$ cat config.mk
export PLATFORM = sky130hd
export DESIGN_NAME = svm_lin_seq_mac
export DESIGN_NICKNAME = d
export VERILOG_FILES = /design/src/rtl/svm_lin_seq_mac.sv
export SDC_FILE = /design/constraint.sdc
export NUM_CORES = 1
export LEC_CHECK = 0
export CORE_UTILIZATION = 30
export DETAILED_ROUTE_END_ITERATION = 12
export SETUP_SLACK_MARGIN = 0.15
export SYNTH_ARGS = -nofsm -noshare
export SYNTH_HDL_FRONTEND = slang
export SYNTH_SLANG_ARGS = --single-unit
$ cat constraint.sdc
create_clock -name clk -period 9.1 [get_ports clk]
set_clock_uncertainty 0.2 [all_clocks]
set_input_delay 1.365 -clock clk [delete_from_list [all_inputs] [get_ports clk]]
set_output_delay 1.365 -clock clk [all_outputs]
set_load 0.02 [all_outputs]
$ cat src/rtl/svm_lin_seq_mac.sv
// ---------------------------------------------------------------------------
// svm_lin_seq_mac
// Sequential linear SVM regressor. It computes
//   y = INTERCEPT + sum_i w_i * x_i
// over N_FEAT unsigned features with one multiply-accumulate unit, one feature
// per clock. The raw sum feeds a saturating output and a sign-based class bit.
//
// Ports
//   clk        rising-edge clock
//   rst        asynchronous, active-high reset
//   clr        synchronous abort: back to IDLE, in-flight result dropped
//   inp        packed features, feature i at inp[i*IN_W +: IN_W]
//   in_valid   inp is valid
//   in_ready   block can accept a vector (IDLE only)
//   out        saturated signed result
//   out_cls    class decision, 1 when the result is >= 0
//   out_valid  out/out_cls are valid (DONE only)
//   out_ready  consumer accepts the result
// ---------------------------------------------------------------------------
module svm_lin_seq_mac #(
    parameter int                      N_FEAT    = 11,
    parameter int                      IN_W      = 4,
    parameter int                      W_W       = 8,
    parameter logic [N_FEAT*W_W-1:0]   WEIGHTS   = {8'sd25, 8'sd10, 8'sd11, -8'sd74,
                                                    -8'sd6, 8'sd13, -8'sd2, 8'sd59,
                                                    -8'sd3, -8'sd29, 8'sd4},
    parameter int                      INTERCEPT = 1357,
    parameter int                      ACC_W     = 20,
    parameter int                      OUT_W     = 13
) (
    input  logic                     clk,
    input  logic                     rst,
    input  logic                     clr,
    input  logic [N_FEAT*IN_W-1:0]   inp,
    input  logic                     in_valid,
    output logic                     in_ready,
    output logic signed [OUT_W-1:0]  out,
    output logic                     out_cls,
    output logic                     out_valid,
    input  logic                     out_ready
);

    localparam int IDX_W     = $clog2(N_FEAT);
    localparam int PROD_W    = IN_W + W_W + 1;
    localparam int SAT_MAX_I = (1 << (OUT_W - 1)) - 1;

    localparam logic signed [ACC_W-1:0] ACC_INIT = ACC_W'(INTERCEPT);
    localparam logic signed [ACC_W-1:0] SAT_MAX  = ACC_W'(SAT_MAX_I);
    localparam logic signed [ACC_W-1:0] SAT_MIN  = ACC_W'(-SAT_MAX_I - 1);
    localparam logic [IDX_W-1:0]        IDX_LAST = IDX_W'(N_FEAT - 1);

    typedef enum logic [1:0] {
        IDLE,
        RUN,
        DONE
    } state_t;

    state_t                     state_q, state_d;
    logic [IDX_W-1:0]           idx_q, idx_d;
    logic signed [ACC_W-1:0]    acc_q, acc_d;
    logic [N_FEAT*IN_W-1:0]     feat_q, feat_d;
    logic signed [OUT_W-1:0]    out_q, out_d;
    logic                       cls_q, cls_d;

    // MAC datapath
    logic [IN_W-1:0]            x_cur;
    logic [W_W-1:0]             w_cur;
    logic signed [PROD_W-1:0]   x_ext, w_ext, prod;
    logic signed [ACC_W-1:0]    acc_mac;
    logic signed [OUT_W-1:0]    sat_val;

    always_comb begin
        x_cur = feat_q[idx_q*IN_W +: IN_W];
        w_cur = WEIGHTS[idx_q*W_W +: W_W];
        // Feature is zero-extended (unsigned), weight sign-extended; PROD_W
        // bits hold the exact product.
        x_ext = {{W_W{1'b0}}, x_cur};
        w_ext = {{(IN_W+1){w_cur[W_W-1]}}, w_cur};
        prod  = x_ext * w_ext;
        acc_mac = acc_q + {{(ACC_W-PROD_W){prod[PROD_W-1]}}, prod};

        if (acc_mac > SAT_MAX)      sat_val = SAT_MAX[OUT_W-1:0];
        else if (acc_mac < SAT_MIN) sat_val = SAT_MIN[OUT_W-1:0];
        else                        sat_val = acc_mac[OUT_W-1:0];
    end

    // Next-state and datapath update.
    always_comb begin
        // NOTE: every variable gets a default first so no path leaves it
        // unassigned; that is what keeps this block free of latches.
        state_d = state_q;
        idx_d   = idx_q;
        acc_d   = acc_q;
        feat_d  = feat_q;
        out_d   = out_q;
        cls_d   = cls_q;

        unique case (state_q)
            IDLE: begin
                if (in_valid) begin
                    feat_d  = inp;
                    acc_d   = ACC_INIT;
                    idx_d   = '0;
                    state_d = RUN;
                end
            end
            RUN: begin
                acc_d = acc_mac;
                if (idx_q == IDX_LAST) begin
                    // Result is captured on the DONE entry edge and held there.
                    out_d   = sat_val;
                    cls_d   = ~acc_mac[ACC_W-1];
                    idx_d   = '0;
                    state_d = DONE;
                end else begin
                    idx_d = idx_q + IDX_W'(1);
                end
            end
            DONE: begin
                if (out_ready) state_d = IDLE;
            end
            default: state_d = IDLE;
        endcase

        // Abort wins over every transition; the visible result registers keep
        // their old value, which is harmless because out_valid drops.
        if (clr) begin
            state_d = IDLE;
            acc_d   = '0;
            idx_d   = '0;
            out_d   = out_q;
            cls_d   = cls_q;
        end
    end

    // NOTE: state registers use non-blocking assignments so all of them update
    // together from values sampled before the edge.
    always_ff @(posedge clk or posedge rst) begin
        if (rst) begin
            state_q <= IDLE;
            idx_q   <= '0;
            acc_q   <= '0;
            feat_q  <= '0;
            out_q   <= '0;
            cls_q   <= 1'b0;
        end else begin
            state_q <= state_d;
            idx_q   <= idx_d;
            acc_q   <= acc_d;
            feat_q  <= feat_d;
            out_q   <= out_d;
            cls_q   <= cls_d;
        end
    end

    assign in_ready  = (state_q == IDLE);
    assign out_valid = (state_q == DONE);
    assign out       = out_q;
    assign out_cls   = cls_q;

endmodule

==> metrics.sh <==
TOP_LEVEL_PORTS=65
HOLD_VIOL_FINAL=0
YS_DOMINANT_REG_CELL='dfrtp_1'
WIRE_PER_INST_UM=14.5
SYN_AREA_SQ_UM=6140
CP_DATA_ARRIVAL_TIME_NS=8.26
OUTCOME='finished clean'
RR_STARTPOINT='idx_q[0]'
PORTBUFS=64
NETS=798
PLACEMENT_ROWS=51
TRITONCTS_NUM_SINKS=84
REPORT.FINAL.SETUP_VIOL=0
CTSHOLDBUFFERS=0
PERIOD_NEEDED_NS=8.24
SYNTH_AREA_PER_CELL_SQ_UM=9.88
SYNTH-ASYNC-RESET-RATIO_PCT=100
NATURE_OF_THE_CRITICAL_PATH_STARTPOINT='flip-flop'
SYNTH.YOSYS.SEQ_AREA_SHARE_PCT=34.2
WORST_MIN_DELAY_PATH_ENDPOINT='out[12]'
POWER_DENSITY_nW_PER_UM2=229
CELLLEAKAGEPOWER_uW=0.00328
CRITPATHSLOWESTCELL='dfrtp_1'
SLEW_HEADROOM_PCT=34.1
TOTALWIRELENGTH_MM=13.8
HOLD-PATH-CELL-COUNT=1
KIND_OF_END_POINT_OF_THE_CRITICAL_PATH='flip-flop'
VIAS=4672
CTSROOTBUFFERMASTER='clkbuf_16'
DIE_WIDTH_UM=145
CTSHTREEMAXLEVEL=3
POSTSYNTHNETCOUNT=739
GRT_ANTENNA_BEFORE_REPAIR=0
RSZ0062_AT_GRT='no'
ANTENNA_VIOLATING_NETS_POST_ROUTE=0
WIRE_LENGTH_OF_THE_FIRST_GLOBAL_ROUTING_PASS_MM=23.1
CORE_REGION_SQ_UM=19800
SYNTHTOLAYOUTAREAGROWTH_PCT=20.5
TRITONCTS='done'
GRT_PASS1_VIAS=4610
GRT_USAGE_PCT=13.5
PLACE_CONGESTION=0.821
REMAINING_OVERFLOW_GRT=0
WORSTREGTOREGCELLS=26
LAYOUT-DRIVE-GT1-SHARE_PCT=14.0
CPLARGESTDELAYFAMILY='compound AO/OA/AOI/OAI gates'
MAX-VDD-IR-DROP_uV=119
SETUP.WORST_PATH.CLASS='reg2reg'
MAXIMUM_NUMBER_OF_PINS_ON_ONE_NET_BEFORE_GLOBAL_ROUTE_REPAIR=56
WORSTMARGINPINSLEW_NS=0.989
DIE_Y_UM=145
REMAINING_DRC_ERRORS=0
WL_MET1_MM=6.77
HOLD_START='out[12]'
SYNTHESIS.INSTANCES=622
SYNTH-EDFF-COUNT=0
PATH_CLK_SLEW_NS=0.07
DETAILEDROUTE.FIRSTPASSITERATIONCOUNT=4
YS_FF_LATCH=84
FINALMAXSLEWVIOLATIONS=0
NUMBER_OF_DISTINCT_STANDARD_CELLS_REFERENCED_BY_THE_SYNTHESIZED_NETLIST=59
WORST-PATH-BUF-INV=3
FLOORPLAN.INITIALDENSITY_PCT=31.1
FINAL_CELLS=951
PLACED_CELLS_INCL_TAPS=935
PEAK_FREQ_MHz=121
MAX-CLOCK-PATH-BUFFERS=2
N_ANTENNA_CELL=0
LAYOUT_WORST_PATH_CYCLE_SHARE_PCT=90.5
TOTAL_POWER_uW=1700
FILL_CELLS=2013
CAP_VIOLATIONS=0
R2R_END='out[4]'
WORST_EP_REQUIRED_TIME_NS=9.12
WORSTSKEWPAIRLATENCY_NS=0.35
DRT_FIRST_ITER_VIOLATIONS=203
RATIO_OF_ROUTED_VIAS_TO_STANDARD_CELLS=4.91
TRITONCTS.NUM_BUFFERS=9
MAX_STAGE_DELAY_NS=0.70
FINALSETUPTNS_NS=0
FP.DIEAREA_SQ_UM=21100
PLACE.DETAILED.HPWL_MM=10.5
ROUTED-WL-MET2_MM=6.44
CRITICAL_PATH_PEAK_FANOUT=12
SYNTH_WARNINGS=0
HIGHEST-SIGNAL-LAYER='met4'
HOLD_PATH.CLASS='reg2reg'
ROUTED_WL_MET3_UM=367
R2R_SLACK_NS=0.86
[worst max-delay path by stage]
| stage | from | end | cells after the start |
|---|---|---|---|
| after CTS | idx_q[1] | out[4] | 27 |
| after floorplan | idx_q[1] | out[10] | 27 |
| final | idx_q[0] | out[4] | 26 |
| after global placement | idx_q[0] | out[2] | 26 |
| after global routing | idx_q[0] | out[7] | 27 |
| after detailed placement | idx_q[1] | out[4] | 27 |
[registers in the layout, summed over array words and instances (netlist names)]
name,count
acc_q,20
feat_q,44
out_cls,1
idx_q,4
state_q,2
out,13
[per-layer routing]
| layer | vias up | GRT usage, % |
|---|---|---|
| li1 | 2330 | - |
| met4 | 0 | 4.95 |
| met2 | 64 | 21.3 |
| met3 | 15 | 1.86 |
| met1 | 2263 | 18.6 |
| met5 | - | 0 |
[final cells by class]
type                            count  area [sq um]  share of cell area, %
Clock buffer                        9           225                   3.04
Clock inverter                      7           106                   1.44
Inverter                           53           200                   2.70
Multi-Input combinational cell    463          3750                   50.7
Sequential cell                    84          2100                   28.4
Tap cell                          265           332                   4.48
Timing Repair Buffer               70           686                   9.26
[cells by family after synthesis]
kind of cell | after synthesis | share of synthesized area (%)
simple gates | 165 | 12.9
flops | 84 | 34.2
fa+ha+maj | 68 | 16.0
mux | 59 | 12.1
compound gates | 148 | 16.4
buf+inv | 75 | 4.85
xor+xnor | 23 | 3.50
[power by group]
part           internal [uW]  switching (uW)  leakage [uW]
logic                    354             468       0.00206
clock network            246             163      0.000163
registers                428            37.1       0.00106
total                   1030             668       0.00328
[synthesized netlist by cell type, types with 12 or more instances]
| cell | n | area share (%) |
|---|---|---|
| a21o_1 | 16 | 2.0 |
| a21oi_1 | 29 | 2.4 |
| clkbuf_1 | 15 | 0.92 |
| dfrtp_1 | 84 | 34 |
| fa_1 | 18 | 5.9 |
| ha_1 | 50 | 10 |
| inv_1 | 53 | 3.2 |
| mux2_2 | 44 | 8.1 |
| nand2_1 | 26 | 1.6 |
| nand2b_1 | 12 | 1.2 |
| nor2_1 | 69 | 4.2 |
| nor3_1 | 14 | 1.1 |
| o21ai_0 | 33 | 2.7 |
| o22ai_1 | 13 | 1.3 |
| xnor2_1 | 17 | 2.4 |
[cells in the final DEF, fill, tap and decap left out, types with 4 or more instances in the layout]
cell,n
a211o_1,4
a211oi_1,8
a21o_1,16
a21oi_1,29
a22o_1,10
a31oi_1,4
buf_4,6
clkbuf_16,9
clkdlybuf4s50_1,64
dfrtp_1,83
fa_1,18
ha_1,50
inv_1,52
mux2_2,44
mux2i_1,7
mux4_2,8
nand2_1,26
nand2b_1,12
nand3_1,8
nor2_1,68
nor2b_1,10
nor3_1,13
o211ai_1,10
o21ai_0,33
o22ai_1,13
or2_2,8
xnor2_1,17
xor2_1,5
[worst register-to-register path, stage by stage (launching register included)]
cell and delay, ns:
dfrtp_1 0.70, buf_4 0.29, mux4_2 0.53, mux2i_1 0.16, nor2_1 0.06, a21oi_1 0.62
or2_2 0.24, fa_1 0.43, fa_1 0.55, inv_1 0.04, ha_1 0.32, a21o_1 0.17
a21oi_1 0.26, o21ai_0 0.14, a31oi_1 0.25, o21ai_0 0.23, xor2_1 0.61, ha_1 0.39
a21o_1 0.24, a21o_1 0.19, a21oi_1 0.26, o21ai_1 0.16, xnor2_1 0.29, o2111ai_1 0.21
o32ai_2 0.23, buf_4 0.23, o22ai_1 0.11
[metrics by stage]
| stage | instance area [sq um] | hold WS, ns | utilization, % | setup slack (ns) |
|---|---|---|---|---|
| floorplan | 6140 | 0.255 | - | 1.88 |
| detailed placement | 7070 | 0.265 | 35.8 | 0.801 |
| global placement | 7070 | 0.261 | 35.8 | 1.05 |
| global route | 7410 | 0.309 | 37.4 | 0.170 |
| finish | 7410 | 0.276 | 37.4 | 0.865 |
| CTS | 7400 | 0.280 | 37.4 | 0.790 |
[timing repair]
action	in CTS	in global routing
setup endpoints to repair	0	12
buffers inserted	0	0
resized for setup	0	1
Note: power is estimated with default switching activity, not from simulation.
